===== src/rtl/ram_port_arbiter.sv =====
// Round-robin arbiter sharing one single-port data RAM between three requesters,
// with locked bursts and tagged read-data return one cycle after the read grant.
module ram_port_arbiter #(
  parameter int ADDR_W    = 4,
  parameter int DATA_W    = 16,
  parameter int MAX_BURST = 4
) (
  input  logic                clk,
  input  logic                rst,
  input  logic [2:0]          req,
  input  logic [2:0]          we,
  input  logic [2:0]          lock,
  input  logic [3*ADDR_W-1:0] addr,
  input  logic [3*DATA_W-1:0] wdata,
  output logic [2:0]          gnt,
  output logic [2:0]          rvalid,
  output logic [DATA_W-1:0]   rdata,
  output logic                ram_en,
  output logic                ram_we,
  output logic [ADDR_W-1:0]   ram_addr,
  output logic [DATA_W-1:0]   ram_wdata,
  input  logic [DATA_W-1:0]   ram_rdata
);

  localparam int BW = $clog2(MAX_BURST + 1);

  typedef enum logic {FREE, LOCKED} state_t;

  state_t        state;
  logic [1:0]    owner;
  logic [1:0]    last;
  logic [BW-1:0] burst_cnt;
  logic [BW-1:0] burst_nxt;
  logic [2:0]    gnt_c;
  logic [1:0]    gidx;
  logic [1:0]    p1, p2, p3;

  function automatic logic [1:0] nxt_port(input logic [1:0] p);
    return (p == 2'd2) ? 2'd0 : p + 2'd1;
  endfunction

  always_comb begin
    gnt_c = 3'b000;
    gidx  = 2'd0;
    p1    = nxt_port(last);
    p2    = nxt_port(p1);
    p3    = nxt_port(p2);
    if (state == FREE) begin
      if (req[p1]) begin
        gidx = p1;
        gnt_c[p1] = 1'b1;
      end else if (req[p2]) begin
        gidx = p2;
        gnt_c[p2] = 1'b1;
      end else if (req[p3]) begin
        gidx = p3;
        gnt_c[p3] = 1'b1;
      end
    end else if (req[owner]) begin
      gidx = owner;
      gnt_c[owner] = 1'b1;
    end
  end

  // Grant is suppressed during reset so nothing reaches the RAM while it is asserted.
  assign gnt       = rst ? 3'b000 : gnt_c;
  assign ram_en    = |gnt;
  assign ram_we    = ram_en ? we[gidx] : 1'b0;
  assign ram_addr  = ram_en ? addr[gidx*ADDR_W +: ADDR_W] : '0;
  assign ram_wdata = ram_en ? wdata[gidx*DATA_W +: DATA_W] : '0;
  assign rdata     = ram_rdata;
  assign burst_nxt = burst_cnt + 1'b1;

  always_ff @(posedge clk or posedge rst) begin
    if (rst) begin
      state     <= FREE;
      owner     <= 2'd0;
      last      <= 2'd2;
      burst_cnt <= '0;
      rvalid    <= 3'b000;
    end else begin
      rvalid <= gnt & ~we & req;
      if (state == FREE) begin
        if (|gnt) begin
          last <= gidx;
          if (lock[gidx] && MAX_BURST > 1) begin
            state     <= LOCKED;
            owner     <= gidx;
            burst_cnt <= BW'(1);
          end
        end
      end else begin
        if (|gnt) begin
          last      <= owner;
          burst_cnt <= burst_nxt;
          if (burst_nxt == BW'(MAX_BURST) || !lock[owner]) begin
            state     <= FREE;
            burst_cnt <= '0;
          end
        end else if (!lock[owner]) begin
          state     <= FREE;
          burst_cnt <= '0;
        end
      end
    end
  end

endmodule


===== config.mk =====
export PLATFORM = sky130hd
export DESIGN_NAME = ram_port_arbiter
export DESIGN_NICKNAME = d
export VERILOG_FILES = /design/src/rtl/ram_port_arbiter.sv
export SDC_FILE = /design/constraint.sdc
export NUM_CORES = 1
export LEC_CHECK = 0
export ABC_CLOCK_PERIOD_IN_PS = 2400
export BUFFER_PORTS_ARGS = -buffer_cell sky130_fd_sc_hd__buf_2
export CORE_MARGIN = 4
export CORE_UTILIZATION = 37
export DETAILED_ROUTE_END_ITERATION = 12
export HOLD_SLACK_MARGIN = 0.08
export PLACE_DENSITY = 0.79
export SYNTH_ARGS = -nofsm -noshare
export SYNTH_HDL_FRONTEND = slang
export SYNTH_SLANG_ARGS = --single-unit

===== constraint.sdc =====
create_clock -name clk -period 2.4 [get_ports clk]
set_input_delay 0.48 -clock clk [delete_from_list [all_inputs] [get_ports clk]]
set_output_delay 0.48 -clock clk [all_outputs]
set_load 0.1 [all_outputs]

==> impl_metrics.py, run 1 <==
metrics = {
    "final_layout": {
        "nNetsFinal": 375,
        "area_growth_pct": 122,
        "drive_gt1_share_pct": 71.6,
        "stdcell_count": 332,
    },
    "drt": {
        "drt_iter0_markers": 179,
        "via_per_inst": 5.72,
        "first_pass_iters": 4,
        "wl_met2_mm": 3.87,
        "wl_met1_mm": 2.32,
        "drc": 0,
        "wl_per_cell_um": 22.2,
        "num_vias": 1898,
        "ant_nets": 0,
        "maxUsedRoutingLayer": "met4",
        "routed_wl_mm": 7.37,
        "dr_wl_met3_um": 732,
    },
    "timing": {
        "skew_ns": 0.00952,
        "rsz0062_at_grt": "yes",
        "fin_crit_sh_pct": 115,
        "finalCriticalPeriod_ns": 2.75,
        "tns_ns": -6.87,
        "setup_viol": 23,
        "hold_viol_final": 0,
        "fmax_mhz": 363,
        "worst_pin_slew_ns": 0.488,
        "timing.slew.headroom_pct": 67.7,
        "drv_slew": 0,
        "setup_ws_ns": -0.352,
        "hold_ws_ns": 0.422,
    },
    "run_status": {
        "outcome": "finished with violations",
        "violations": "setup timing",
    },
    "worst_setup_path": {
        "reg2reg_to": "burst_cnt[1]",
        "r2r-start": "state",
        "crit_arrival_ns": 2.27,
        "max_stage_delay_ns": 0.45,
        "crit_buf_inv": 4,
        "crit_top_cell": "buf_6",
        "crit_path_end_kind": "output port",
        "critPathMaxFanout": 6,
        "crit_chain": "buf_6, nor3b_4, a221oi_4, o22ai_4, a21oi_4, buf_6, buf_16, a211oi_4, buf_12",
        "crit_slowest_cell": "dfrtp_2",
        "critPathLaunchType": "register",
        "critical_path.top_delay_family": "compound AO/OA/AOI/OAI gates",
        "r2r_slack_ns": 0.06,
        "critPathKind": "register to output port",
        "rr_worst_depth": 10,
        "required_ns": 1.92,
    },
    "logic_synthesis": {
        "syn_inst": 163,
        "synth.distinct_cells": 42,
        "yosysTopAreaCell": "dfrtp_1",
        "synth-seq-area-share_pct": 20.1,
        "synth_warnings": 0,
        "syn_area_per_cell_um2": 8.45,
        "ys_ff_latch": 11,
        "synth_area_leaders": "dfrtp_1, mux2i_1, a211oi_1",
        "synth_top_area_share_pct": 18.2,
        "syn-cell-area_um2": 1380,
        "syn-num-nets": 252,
    },
    "clock_tree": {
        "worst_setup_hold_path_clk_slew_ns": 0.06,
        "clock_path_buffers": 2,
        "clock-root-buffer": "clkbuf_8",
        "clk_latency_ns": 0.26,
        "numCtsBuffers": 3,
        "h-tree-depth": 1,
        "cts.sinks": 11,
        "cts_hold_buf": 0,
        "tritoncts": "yes",
    },
    "pwr": {
        "powerDensity_nw_per_um2": 1540,
        "vdd_ir_drop_max_uv": 1090,
        "leakage_nw": 1.39,
    },
    "grt": {
        "grt_pass1_vias": 2051,
        "track_usage_pct": 28.3,
        "grt_max_degree": 14,
        "grt_pass1_wl_mm": 10.8,
        "grt_antenna_before_repair": 1,
        "gr-total-overflow": 0,
    },
    "hold_path": {
        "worstHoldStart": "we[1]",
        "whs_endpoint": "rvalid[1]",
        "hold_path_class": "primary input to register",
        "worstHoldPathCells": 2,
    },
    "die": {
        "fp.dieW_um": 69.0,
        "initial_core_util_pct": 39.7,
        "dieArea_um2": 4760,
        "die_y_um": 69.0,
        "ios": 131,
        "core_area_um2": 3470,
        "rows": 21,
    },
    "placement": {
        "place_inst": 307,
        "numPortBuffers": 98,
        "gp_congestion": 0.860,
        "dp_hpwl_mm": 4.94,
    },
    "run": {
        "max_cap_violations": 0,
    },
}
## kinds of logic after synthesis
family,count (synthesis),share of synthesized area [%]
AO/OA/AOI/OAI,44,28.5
AND/OR/NAND/NOR,51,18.3
flip-flops,11,20.1
multiplexers,23,16.8
adder cells (fa/ha/maj),2,1.82
buffers and inverters,32,14.4
## layer usage
layer / up-vias / GRT usage [%]
met2: 131 / 50.0
met4: 0 / 16.3
met3: 46 / 6.69
li1: 813 / -
met5: - / 0
met1: 908 / 30.6
## where the power goes
group | internal, mW | leakage, nW | switching, mW
logic | 1.71 | 1.22 | 2.48
clock network | 0.115 | 0.0255 | 0.0829
registers | 0.248 | 0.142 | 0.0726
## synthesized netlist by cell type
cell / count
dfrtp_1: 10
nand3_1: 1
a31o_1: 2
inv_1: 5
nand2b_1: 5
a2bb2oi_2: 1
clkbuf_1: 4
a211oi_1: 22
a221oi_2: 2
and3b_1: 1
a21oi_1: 4
ha_1: 2
nor2_2: 1
buf_4: 18
o21ai_4: 1
a221o_1: 1
dfstp_2: 1
nor2_1: 27
mux2i_1: 22
mux2_2: 1
nand2_1: 3
and2_1: 1
o211ai_1: 1
a22oi_1: 1
o31ai_1: 1
a32o_1: 1
a21oi_4: 1
o211ai_2: 1
nand2_2: 1
nand2b_4: 1
o22ai_2: 1
nor3_1: 4
a211o_1: 1
nor4_1: 2
nor3b_1: 1
buf_6: 1
nor2b_1: 2
buf_2: 3
o21ai_0: 2
a221oi_4: 1
inv_2: 1
nand3_2: 1
## how the worst max path moves through the flow
stage                       start            end  slack [ns]  depth (start not counted)
after detailed placement   req[0]  ram_wdata[13]       -0.10                          8
after floorplan            req[0]    ram_addr[0]       -1.06                          6
after global placement     req[1]   ram_wdata[6]       -0.06                          8
final                       state   ram_wdata[0]       -0.35                          9
after CTS                 last[1]   ram_wdata[1]       -0.28                          7
after global routing        state   ram_wdata[0]       -0.40                          9
## area by class of cell
cell class,instances,area (µm²)
Fill cell,173,415
Inverter,6,30.0
Clock inverter,1,5.00
Multi-Input combinational cell,120,1290
Tap cell,46,57.6
Sequential cell,11,278
Clock buffer,3,41.3
Timing Repair Buffer,144,1350
Antenna cell,1,2.50
## registers in the layout (all words and copies together) (netlist names)
register and flops:
state 1, burst_cnt 3, owner 2, last 2
rvalid 3
## layout by cell type (no fill, tap or decap), drive strengths merged, types with 3 or more instances in the layout
master	n
nand2	4
nand2b	6
nor2	28
clkbuf	3
inv	6
a221oi	3
a21oi	5
o21ai	3
a211oi	22
nor3	4
mux2i	22
dfrtp	10
buf	144
## through the flow
stage | setup WS, ns | area, µm² | util (%) | power [mW]
after floorplan | -1.06 | 1700 | - | 2.85
after global placement | -0.0557 | 2700 | 77.9 | 3.90
after detailed placement | -0.104 | 2700 | 77.9 | 3.96
after CTS | -0.275 | 2980 | 85.9 | 4.49
after global routing | -0.405 | 3050 | 88.0 | 4.84
final | -0.352 | 3050 | 88.0 | 4.71
## what timing repair did
item                                   4_1_cts  5_1_grt
buffers inserted                            17        5
cloned                                       2        0
endpoints found under the hold margin        0        0
gates resized for setup                     16       19
setup endpoints to repair                   22       28
pin swaps                                   25       15
Power figures use the tool's default switching activity.
==> run 2, diff against run 1 <==
Settings changed: SETUP_SLACK_MARGIN from default to 0.2.
==> run 2 against run 1 <==
The flow still finishes with violations (setup timing). Global-route usage increased by 2.1 points. Die area unchanged. Cell count increased by 5.4%. Largest power group unchanged.
==> impl_metrics.py, run 2 (synthesis gave the netlist of run 1 again) <==
metrics = {
    "run_status": {
        "outcome": "finished with violations",
        "violations": "setup timing",
    },
    "placement": {
        "numPortBuffers": 98,
        "dp_hpwl_mm": 5.13,
        "dp_slack_ns": -0.160,
        "gp_congestion": 0.871,
    },
    "clock_tree": {
        "h-tree-depth": 1,
        "cts.sinks": 11,
        "clock-root-buffer": "clkbuf_8",
        "numCtsBuffers": 3,
        "worst_setup_hold_path_clk_slew_ns": 0.06,
        "tritoncts": "yes",
        "clk_latency_ns": 0.25,
        "clock_path_buffers": 2,
        "cts_hold_buf": 0,
    },
    "timing": {
        "worst_pin_slew_ns": 0.518,
        "drv_slew": 0,
        "setup_ws_ns": -0.579,
        "hold_viol_final": 0,
        "finalCriticalPeriod_ns": 2.98,
        "timing.slew.headroom_pct": 65.7,
        "fin_crit_sh_pct": 124,
        "fmax_mhz": 336,
        "tns_ns": -10.64,
        "rsz0062_at_grt": "yes",
        "setup_viol": 30,
        "skew_ns": 0.00150,
        "hold_ws_ns": 0.429,
    },
    "die": {
        "initial_core_util_pct": 39.7,
        "fp.dieW_um": 69.0,
        "dieArea_um2": 4760,
        "ios": 131,
        "die_y_um": 69.0,
        "rows": 21,
        "core_area_um2": 3470,
    },
    "final_layout": {
        "mostFrequentLayoutCell": "buf_2",
        "nNetsFinal": 394,
        "layout_common_cells": "buf_2, buf_12, buf_4",
        "seqCellArea_um2": 279,
        "multi_input_area_um2": 1350,
        "drive_gt1_share_pct": 76.3,
        "area_growth_pct": 145,
        "antenna_cells": 0,
        "reg.largest.list": "burst_cnt (3), rvalid (3)",
        "final_core_util_pct": 97.3,
        "fillers": 55,
    },
    "worst_setup_path": {
        "crit_slowest_cell": "dfrtp_1",
        "r2r_slack_ns": -0.19,
        "rr_worst_depth": 12,
        "critPathLaunchType": "register",
        "required_ns": 1.92,
        "critPathKind": "register to output port",
        "crit_arrival_ns": 2.50,
        "crit_path_end_kind": "output port",
        "crit_chain": "nor2b_1, a221o_1, nand2_4, clkbuf_16, mux2i_1, a211oi_4, buf_12",
        "critPathMaxFanout": 5,
        "reg2reg_to": "burst_cnt[1]",
        "r2r-start": "state",
        "max_stage_delay_ns": 0.43,
    },
    "grt": {
        "grt_pass1_wl_mm": 11.6,
        "grt_antenna_before_repair": 0,
        "grt_max_degree": 16,
        "grt_pass1_vias": 2161,
        "gr-total-overflow": 0,
        "track_usage_pct": 30.4,
    },
    "pwr": {
        "p_clk_share_pct": 3.9,
        "swShare_pct": 55.1,
        "power_frac_seq_pct": 6.4,
        "power.switching_mw": 2.96,
        "vdd_ir_drop_max_uv": 1270,
        "p_comb_share_pct": 89.7,
        "internal_power_mw": 2.42,
        "powerDensity_nw_per_um2": 1590,
        "total_power_mw": 5.38,
        "leakage_nw": 1.53,
    },
    "drt": {
        "wl_per_cell_um": 30.7,
        "routed_wl_mm": 10.7,
        "num_vias": 2319,
        "drt_iter0_markers": 250,
        "ant_nets": 0,
        "first_pass_iters": 6,
        "via_per_inst": 6.63,
        "drc": 0,
    },
    "run": {
        "max_cap_violations": 0,
    },
    "hold_path": {
        "worstHoldStart": "we[0]",
        "worstHoldPathCells": 2,
        "whs_endpoint": "rvalid[0]",
        "hold_path_class": "primary input to register",
    },
}
[run 2: power groups by stage]
stage	registers (mW)	clock network, mW	logic, mW
final	0.343	0.208	4.83
after global routing	0.344	0.217	4.92
after CTS	0.322	0.191	4.31
after detailed placement	0.316	0	3.76
after global placement	0.312	0	3.69
after floorplan	0.337	0	2.52
[run 2: final cells by class]
cell class	instances	area share (%)
clock buffer	4	1.33
inverter	6	0.890
multi-input combinational	120	39.9
sequential	11	8.27
tap	46	1.71
timing repair buffer	163	47.9
[run 2: per-layer routing]
metal  vias up  track usage, %  share of wire, %
met5         -               0                 0
met4         0            14.5                10
met3       105            6.98                11
met2       262            55.7                48
met1      1105            32.4                31
li1        847               -                 -
[run 2: worst max path at each step]
stage | from | end
2_1_floorplan | req[0] | ram_addr[0]
6_report | owner[0] | ram_wdata[4]
3_3_place_gp | last[1] | ram_wdata[5]
5_1_grt | owner[0] | ram_wdata[4]
4_1_cts | last[1] | ram_wdata[12]
3_5_place_dp | last[1] | ram_wdata[0]
[run 2: critical path, delay by kind of cell (launching register included)]
kind,cells,cell delay (ns)
AOI/OAI and AO/OA,2,0.69
muxes,1,0.20
DFF,1,0.43
buffers and inverters,2,0.41
and+or+nand+nor,2,0.51
[run 2: per-stage QoR]
stage	instances	cell area, µm²
final	350	3370
after global routing	350	3370
after CTS	337	3170
after detailed placement	319	2780
after global placement	319	2780
after floorplan	163	1710
[run 2: repair_timing]
| action | 4_1_cts | 5_1_grt |
|---|---|---|
| gates cloned | 3 | 1 |
| setup endpoints to repair | 30 | 30 |
| setup buffers | 11 | 12 |
| gates resized for setup | 45 | 19 |
| pin swaps | 32 | 13 |
